File: config.mk
export PLATFORM = sky130hd
export DESIGN_NAME = gamma_out_sel
export DESIGN_NICKNAME = d
export VERILOG_FILES = /design/src/rtl/gamma_pkg.sv /design/src/rtl/gamma_sw_debounce.sv /design/src/rtl/gamma_out_sel.sv
export SDC_FILE = /design/constraint.sdc
export NUM_CORES = 1
export LEC_CHECK = 0
export BUFFER_PORTS_ARGS = -buffer_cell sky130_fd_sc_hd__buf_4
export CAP_MARGIN = 20
export CORE_ASPECT_RATIO = 1.1
export CORE_MARGIN = 2
export CORE_UTILIZATION = 40
export DETAILED_ROUTE_END_ITERATION = 8
export PLACE_DENSITY = 0.69
export SYNTH_ARGS = -nofsm -noshare
export SYNTH_HDL_FRONTEND = slang
export SYNTH_HIERARCHICAL = 1
export SYNTH_SLANG_ARGS = --single-unit
File: constraint.sdc
create_clock -name clk -period 1.9 [get_ports clk]
set_input_delay 0 -clock clk [delete_from_list [all_inputs] [get_ports clk]]
set_output_delay 0 -clock clk [all_outputs]
set_load 0.005 [all_outputs]
File: src/rtl/gamma_pkg.sv
// rtl/gamma_pkg.sv - mode encoding, pixel width and pipeline stage type for the gamma output stage
package gamma_pkg;

  localparam int unsigned PIXEL_W = 8;

  typedef logic [1:0] mode_t;

  // 00 and 01 both mean bypass; bit1 enables gamma, bit0 picks square over sqrt
  localparam mode_t MODE_BYPASS = 2'b00;
  localparam mode_t MODE_SQRT   = 2'b10;
  localparam mode_t MODE_SQUARE = 2'b11;

  typedef struct packed {
    logic               vs;
    logic               hs;
    logic               de;
    logic [PIXEL_W-1:0] r;
    logic [PIXEL_W-1:0] g;
    logic [PIXEL_W-1:0] b;
  } pix_stage_t;

endpackage

File: src/rtl/gamma_sw_debounce.sv
// rtl/gamma_sw_debounce.sv - switch synchronizer plus debounce counter (counter only with GAMMA_OUT_SEL_DEBOUNCE_EN)
module gamma_sw_debounce
  import gamma_pkg::*;
#(
  parameter int unsigned DEBOUNCE_CYCLES = 1000000,
  parameter int unsigned W               = $bits(mode_t)
) (
  input  logic         clk,
  input  logic         rst_n,
  input  logic [W-1:0] sw_i,
  output logic [W-1:0] sw_o
);

  logic [W-1:0] sync1_q;
  logic [W-1:0] sync2_q;

  // two-stage synchronizer for the asynchronous slide switches
  always_ff @(posedge clk) begin
    if (!rst_n) begin
      sync1_q <= '0;
      sync2_q <= '0;
    end else begin
      sync1_q <= sw_i;
      sync2_q <= sync1_q;
    end
  end

`ifdef GAMMA_OUT_SEL_DEBOUNCE_EN
  localparam int unsigned CNT_W = (DEBOUNCE_CYCLES > 1) ? $clog2(DEBOUNCE_CYCLES) : 1;
  localparam logic [CNT_W-1:0] CNT_LAST = CNT_W'(DEBOUNCE_CYCLES - 1);

  logic [W-1:0]     cand_q, cand_d;
  logic [W-1:0]     deb_q, deb_d;
  logic [CNT_W-1:0] cnt_q, cnt_d;

  // any change restarts the stability count; a full run of stable cycles accepts the candidate
  always_comb begin
    cand_d = cand_q;
    cnt_d  = cnt_q;
    deb_d  = deb_q;
    if (sync2_q != cand_q) begin
      cand_d = sync2_q;
      cnt_d  = '0;
    end else if (cnt_q == CNT_LAST) begin
      deb_d = cand_q;
    end else begin
      cnt_d = cnt_q + 1'b1;
    end
  end

  // debounce state registers
  always_ff @(posedge clk) begin
    if (!rst_n) begin
      cand_q <= '0;
      cnt_q  <= '0;
      deb_q  <= '0;
    end else begin
      cand_q <= cand_d;
      cnt_q  <= cnt_d;
      deb_q  <= deb_d;
    end
  end

  assign sw_o = deb_q;
`else
  assign sw_o = sync2_q;
`endif

endmodule

File: src/rtl/gamma_out_sel.sv
// rtl/gamma_out_sel.sv - gamma output stage: sync alignment, frame-locked mode select (GAMMA_OUT_SEL_DEBOUNCE_EN enables debounce)
module gamma_out_sel
  import gamma_pkg::*;
#(
  parameter int unsigned ROM_LATENCY     = 1,
  parameter logic        VS_POL          = 1'b1,
  parameter int unsigned DEBOUNCE_CYCLES = 1000000
) (
  input  logic               clk,
  input  logic               rst_n,
  input  logic [1:0]         sw_mode,
  input  logic               in_vsync,
  input  logic               in_hsync,
  input  logic               in_de,
  input  logic [PIXEL_W-1:0] R,
  input  logic [PIXEL_W-1:0] G,
  input  logic [PIXEL_W-1:0] B,
  input  logic [PIXEL_W-1:0] R_sqrt,
  input  logic [PIXEL_W-1:0] G_sqrt,
  input  logic [PIXEL_W-1:0] B_sqrt,
  input  logic [PIXEL_W-1:0] R_square,
  input  logic [PIXEL_W-1:0] G_square,
  input  logic [PIXEL_W-1:0] B_square,
  output logic [PIXEL_W-1:0] out_R,
  output logic [PIXEL_W-1:0] out_G,
  output logic [PIXEL_W-1:0] out_B,
  output logic               out_vsync,
  output logic               out_hsync,
  output logic               out_de,
  output logic [1:0]         active_mode,
  output logic               mode_chg,
  output logic [15:0]        frame_cnt
);

  mode_t      pending_mode;
  pix_stage_t in_stage;
  pix_stage_t dly_tail;

  gamma_sw_debounce #(
    .DEBOUNCE_CYCLES (DEBOUNCE_CYCLES),
    .W               ($bits(mode_t))
  ) u_sw_debounce (
    .clk   (clk),
    .rst_n (rst_n),
    .sw_i  (sw_mode),
    .sw_o  (pending_mode)
  );

  assign in_stage = '{vs: in_vsync, hs: in_hsync, de: in_de, r: R, g: G, b: B};

  // raw pixel and sync delay line, ROM_LATENCY deep, so they meet the LUT outputs
  for (genvar k = 0; k < ROM_LATENCY; k++) begin : g_dly
    pix_stage_t q;
    pix_stage_t src;
    if (k == 0) begin : g_first
      assign src = in_stage;
    end else begin : g_next
      assign src = g_dly[k-1].q;
    end
    // one delay stage
    always_ff @(posedge clk) begin
      if (!rst_n) q <= '0;
      else        q <= src;
    end
  end

  assign dly_tail = g_dly[ROM_LATENCY-1].q;

  logic       vs_prev_q;
  logic       vs_edge;
  mode_t      active_q, active_d;
  logic       mode_chg_q, mode_chg_d;
  logic [15:0] frame_cnt_q, frame_cnt_d;
  pix_stage_t out_q, out_d;

  // frame starts on the delayed vsync entering its active level
  assign vs_edge = (dly_tail.vs == VS_POL) && (vs_prev_q != VS_POL);

  // frame-boundary mode latch and the blanked, mode-selected output pixel
  always_comb begin
    active_d    = active_q;
    frame_cnt_d = frame_cnt_q;
    mode_chg_d  = 1'b0;
    out_d       = '0;
    out_d.vs    = dly_tail.vs;
    out_d.hs    = dly_tail.hs;
    out_d.de    = dly_tail.de;
    if (vs_edge) begin
      active_d    = pending_mode;
      frame_cnt_d = frame_cnt_q + 16'd1;
      mode_chg_d  = (pending_mode != active_q);
    end
    // active_d already carries the new mode on the edge cycle, so that pixel belongs to the new frame
    if (dly_tail.de) begin
      if (active_d == MODE_SQRT) begin
        out_d.r = R_sqrt;
        out_d.g = G_sqrt;
        out_d.b = B_sqrt;
      end else if (active_d == MODE_SQUARE) begin
        out_d.r = R_square;
        out_d.g = G_square;
        out_d.b = B_square;
      end else begin
        out_d.r = dly_tail.r;
        out_d.g = dly_tail.g;
        out_d.b = dly_tail.b;
      end
    end
  end

  // output and frame-state registers; previous vsync resets inactive so an active vsync at release counts
  always_ff @(posedge clk) begin
    if (!rst_n) begin
      vs_prev_q   <= ~VS_POL;
      active_q    <= MODE_BYPASS;
      mode_chg_q  <= 1'b0;
      frame_cnt_q <= '0;
      out_q       <= '0;
    end else begin
      vs_prev_q   <= dly_tail.vs;
      active_q    <= active_d;
      mode_chg_q  <= mode_chg_d;
      frame_cnt_q <= frame_cnt_d;
      out_q       <= out_d;
    end
  end

  assign out_R       = out_q.r;
  assign out_G       = out_q.g;
  assign out_B       = out_q.b;
  assign out_vsync   = out_q.vs;
  assign out_hsync   = out_q.hs;
  assign out_de      = out_q.de;
  assign active_mode = active_q;
  assign mode_chg    = mode_chg_q;
  assign frame_cnt   = frame_cnt_q;

endmodule
==> results.cfg, run 1 <==
[pwr]
p_leak_nw = 2.15
sw_frac_of_total = 0.207
switching_power_mw = 0.743
p_int_mw = 2.84
ir_worst_vdd_mv = 0.492
p_clk_frac = 0.416
p_total_mw = 3.58
pwr-share-comb = 0.114
seqPwrFrac = 0.470
power_density_nw_per_um2 = 746

[timing]
tns_ns = 0
hold_violations = 0
post-route-period-util = 0.879
finalWorstSetupSlack_ns = 0.229
fin_crit_ns = 1.67
slew_violations = 0
slew_headroom = 0.670
worst_slew_pin_slew_ns = 0.495
clock.fmax_mhz = 599
fin_skew_ns = 0.00814
rsz0062_at_grt = false
finalSetupViolCount = 0

[global_routing]
antenna_found_initial = 0
grt_pass1_wl_um = 14500
grt_overflow = 0
grt_max_degree = 50
grt_pass1_vias = 3065
track_usage = 0.242

[die]
die_area_um2 = 7560
pin_count = 125
coreArea_um2 = 6630
die_y_um = 91.0
start_util = 0.415
rows = 31
die_x_um = 83.1

[clock_tree]
ctsRootBufferMaster = clkbuf_8
clock_sinks = 77
clock_latency_ns = 0.35
clkTransAtPathRegs_ns = 0.07
clockBufferDepth = 2
cts_tree = yes
htreeDepth = 3
numCtsBuffers = 9

[worst_setup_path]
rr_worst_depth = 4
critPathRequiredTime_ns = 2.10
cp.arrival_ns = 1.88
critPathTopFamily = multiplexers
max_stage_delay_ns = 0.49
r2r_slack_ns = 0.23
path_buf_inv = 0
path_depth = 4
reg2reg_from = dly_tail[26]$_SDFF_PN0_
cp-endpoint = out_G[2]$_SDFF_PN0_
crit_path_top_delay_cell = mux2_4
cp-start-kind = flop
r2r_end = out_G[2]$_SDFF_PN0_
critical_path_class = flop to flop
crit_path_start = dly_tail[26]$_SDFF_PN0_
worstSetupEndpointType = flop
path_cells = and2b_1 -> mux2_4 -> o21ai_0 -> a31oi_1
crit_fanout = 49

[drt]
viasPerCell = 4.91
antenna_left = 0
wl_per_cell_um = 15.1
drt_wl_total_um = 8900
drc_errors = 0
drtIter0Drc = 97
vias = 2900
first_pass_iters = 4

[synth]
seq_area_frac_synth = 0.560
ys_warn_count = 6
netlist_instances = 300
synth.distinct_cells = 34
postSynthAreaPerCell_um2 = 9.18
synth_area_um2 = 2750
ys_seq_elements = 77
synthesis.nets = 380

[final_layout]
multi_input_area_um2 = 1130
layout-drive-gt1-share = 0.295
fin_nets = 583
regArea_um2 = 1540
fin_area_um2 = 4800
nFillCells = 476
syn_to_final_growth_pct = 74.4
final_common_cell = buf_4
most-common-layout-cells = buf_4, dfxtp_1, dlygate4sd3_1

[run_status]
status = finished, final reports clean

[placement]
place_ws_ns = 0.0549
placed_cell_area_um2 = 3780
place.gp.congestion = 0.787
io_buffer_count = 124
dp_hpwl_um = 5230

[worst_hold_path]
hold_class = primary input to flop

[job]
max-cap-violations = 0
[area by class of cell]
class	count	area share
multi-input combinational	201	0.236
antenna	1	0.000521
clock inverter	4	0.0198
sequential	77	0.321
timing repair buffer	209	0.367
inverter	5	0.00391
clock buffer	12	0.0302
tap	82	0.0214
[cells by family after synthesis]
family          synth area share
flops                      0.560
simple gates               0.231
xor+xnor                  0.0382
compound gates             0.127
mux                      0.00773
buf+inv                   0.0309
fa+ha+maj                0.00454
[per-stage QoR]
stage / utilization / cells / hold WS [ns]
after floorplan: - / 300 / 0.122
after global placement: 0.570 / 497 / 0.208
after detailed placement: 0.570 / 497 / 0.211
after CTS: 0.723 / 590 / 0.00352
after global routing: 0.723 / 590 / 0.0112
final: 0.724 / 591 / 0.0237
[synthesized netlist by cell type, drive strengths merged]
cell    count  area (µm²)
and2       34         213
and4        1        10.0
xor2        6        52.6
mux2        1        11.3
or2         1        6.26
clkbuf     16        61.3
nand3       4        20.0
and2b       1        7.51
or4         3        22.5
a211oi      1        7.51
a21o        1        7.51
a31oi      24         150
and3b       1        8.76
o311ai      1        8.76
nor3        1        5.00
ha          1        12.5
nor2       11        41.3
inv         5        18.8
o21ai      24         120
o41ai       1        8.76
buf         1        5.00
o31ai       3        22.5
nand2b      2        12.5
nand4b      1        8.76
mux2i       1        10.0
and4b       2        20.0
nand4       4        31.3
a21oi       5        25.0
nor4        2        12.5
nand2      58         218
dfxtp      77        1540
xnor2       6        52.6
[state kept, by name, indices dropped and copies added (netlist names)]
name and cells:
dly_tail 27, out_de 1, out_B 8, out_hsync 1, u_sw_debounce/sync1_q 2, out_G 8
u_sw_debounce/sw_o 2, frame_cnt 16, active_mode 2, out_vsync 1, out_R 8, mode_chg 1
[power by group through the flow]
stage	Clock (mW)	Combinational, mW	Sequential, mW
3_5_place_dp	0	0.265	1.72
4_1_cts	1.51	0.392	1.68
3_3_place_gp	0	0.262	1.72
5_1_grt	1.59	0.438	1.69
2_1_floorplan	0	0.0906	1.72
6_report	1.49	0.408	1.68
[metal layers]
| metal | vias to the layer above | track usage | part of all wire |
|---|---|---|---|
| li1 | 1421 | - | - |
| met4 | 0 | 0.130 | 0.034 |
| met1 | 1322 | 0.268 | 0.40 |
| met2 | 131 | 0.405 | 0.49 |
| met5 | - | 0 | 0 |
| met3 | 26 | 0.0855 | 0.080 |
[worst min path at each step]
stage	startpoint	end	slack, ns	cells past startpoint
after floorplan	rst_n	u_sw_debounce/sw_o[0]$_SDFF_PN0_	0.12	1
after global placement	R[7]	dly_tail[23]$_SDFF_PN0_	0.21	2
after detailed placement	R[3]	dly_tail[19]$_SDFF_PN0_	0.21	2
after CTS	rst_n	u_sw_debounce/sync1_q[1]$_SDFF_PN0_	0.004	2
after global routing	rst_n	dly_tail[7]$_SDFF_PN0_	0.01	2
final	rst_n	u_sw_debounce/sync1_q[1]$_SDFF_PN0_	0.02	2
[timing repair]
action | CTS | global route
hold endpoints to repair | 53 | 0
resized for setup | 0 | 1
setup buffers | 0 | 0
endpoints found under the setup margin | 0 | 24
hold buffers | 77 | 0
Power figures use the tool's default switching activity.
==> inputs of run 2 (changes only) <==
BUFFER_PORTS_ARGS = -buffer_cell sky130_fd_sc_hd__clkbuf_2   (was -buffer_cell sky130_fd_sc_hd__buf_4)
PLACE_DENSITY = 0.8   (was 0.69)
==> results.cfg, run 2 (synthesis gave the netlist of run 1 again) <==
[worst_setup_path]
max_stage_delay_ns = 0.51
r2r_slack_ns = 0.21
critPathTopFamily = multiplexers
reg2reg_from = out_vsync$_SDFF_PN0_
cp-start-kind = flop
rr_worst_depth = 4
crit_fanout = 49
critical_path_class = flop to flop
crit_path_top_delay_cell = mux2_4
r2r_end = out_R[7]$_SDFF_PN0_
cp.arrival_ns = 1.96
worstSetupEndpointType = flop
critPathRequiredTime_ns = 2.16
path_buf_inv = 0
path_cells = and2b_1 -> mux2_4 -> o21ai_0 -> a31oi_1

[clock_tree]
clkTransAtPathRegs_ns = 0.08
clockBufferDepth = 2
post_cts_buffers = 0
cts_tree = yes
numCtsBuffers = 9
ctsRootBufferMaster = clkbuf_8
htreeDepth = 3
clock_sinks = 77
clock_latency_ns = 0.35

[timing]
fin_crit_ns = 1.69
worst_slew_pin_slew_ns = 0.670
fin_skew_ns = 0.00960
whs_ns = 0.181
finalSetupViolCount = 0
slew_headroom = 0.553
rsz0062_at_grt = false
hold_violations = 0
clock.fmax_mhz = 591
post-route-period-util = 0.891
tns_ns = 0
slew_violations = 0

[final_layout]
utilization = 0.680
fin_nets = 584
layout-drive-gt1-share = 0.301
most-common-layout-cells = clkbuf_2, dfxtp_1, dlygate4sd3_1
syn_to_final_growth_pct = 64.0
num_antenna_cells = 0
fin_area_um2 = 4510
largest_reg_flops = 27
final_common_cell = clkbuf_2

[global_routing]
grt_max_degree = 50
track_usage = 0.239
grt_overflow = 0
grt_pass1_wl_um = 14300
grt_pass1_vias = 3071
antenna_found_initial = 0

[drt]
drtIter0Drc = 193
antenna_left = 0
viasPerCell = 5.08
first_pass_iters = 4
drc_errors = 0
drt_wl_total_um = 8950
wl_per_cell_um = 15.1
vias = 3000

[worst_hold_path]
hold_depth = 2
hold_class = primary input to flop
hold_path_end = u_sw_debounce/sync1_q[1]$_SDFF_PN0_
worstHoldStart = rst_n

[die]
die_area_um2 = 7560
die_x_um = 83.1
start_util = 0.415
pin_count = 125
rows = 31
die_y_um = 91.0
coreArea_um2 = 6630

[placement]
place.gp.congestion = 0.809
placed_cell_area_um2 = 3480
io_buffer_count = 124
dp_hpwl_um = 5000

[job]
max-cap-violations = 0

[run_status]
status = finished, final reports clean

[pwr]
ir_worst_vdd_mv = 0.539
p_leak_nw = 2.08
power_density_nw_per_um2 = 796
p_total_mw = 3.59
[run 2: through the flow]
step	setup WS, ns	std cells
floorplan	0.316	300
global placement	0.187	498
detailed placement	-0.00790	498
CTS	0.227	591
global route	0.0765	591
finish	0.208	591
[run 2: layer usage]
layer	share of wire	GRT usage	vias to the layer above
li1	-	-	1431
met1	0.40	0.264	1385
met2	0.50	0.419	155
met3	0.077	0.0855	29
met4	0.028	0.0888	0
met5	0	0	-
[run 2: power by group]
group / total [mW] / switching (mW) / internal, mW
Clock: 1.55 / 0.604 / 0.946
Combinational: 0.358 / 0.142 / 0.216
Sequential: 1.68 / 0.0182 / 1.66
[run 2: worst max-delay path by stage]
stage | start | endpoint | slack [ns] | cells past startpoint
floorplan | frame_cnt[3]$_SDFFE_PN0P_ | frame_cnt[13]$_SDFFE_PN0P_ | 0.32 | 5
global placement | out_vsync$_SDFF_PN0_ | out_G[7]$_SDFF_PN0_ | 0.19 | 4
detailed placement | out_vsync$_SDFF_PN0_ | out_R[2]$_SDFF_PN0_ | -0.008 | 4
CTS | frame_cnt[6]$_SDFFE_PN0P_ | frame_cnt[13]$_SDFFE_PN0P_ | 0.23 | 4
global route | out_vsync$_SDFF_PN0_ | out_R[6]$_SDFF_PN0_ | 0.08 | 4
finish | out_vsync$_SDFF_PN0_ | out_R[7]$_SDFF_PN0_ | 0.21 | 4
[run 2: cell type report]
type / count / area (µm²)
Multi-Input combinational cell: 201 / 1130
Clock buffer: 11 / 151
Clock inverter: 5 / 106
Timing Repair Buffer: 210 / 1460
Tap cell: 82 / 103
Sequential cell: 77 / 1540
Fill cell: 463 / 2120
Inverter: 5 / 18.8
[run 2: timing repair]
item                       CTS  global route
setup endpoints to repair    2             0
gates resized for setup      1             0
hold endpoints to repair    53             0
hold buffers                77             0
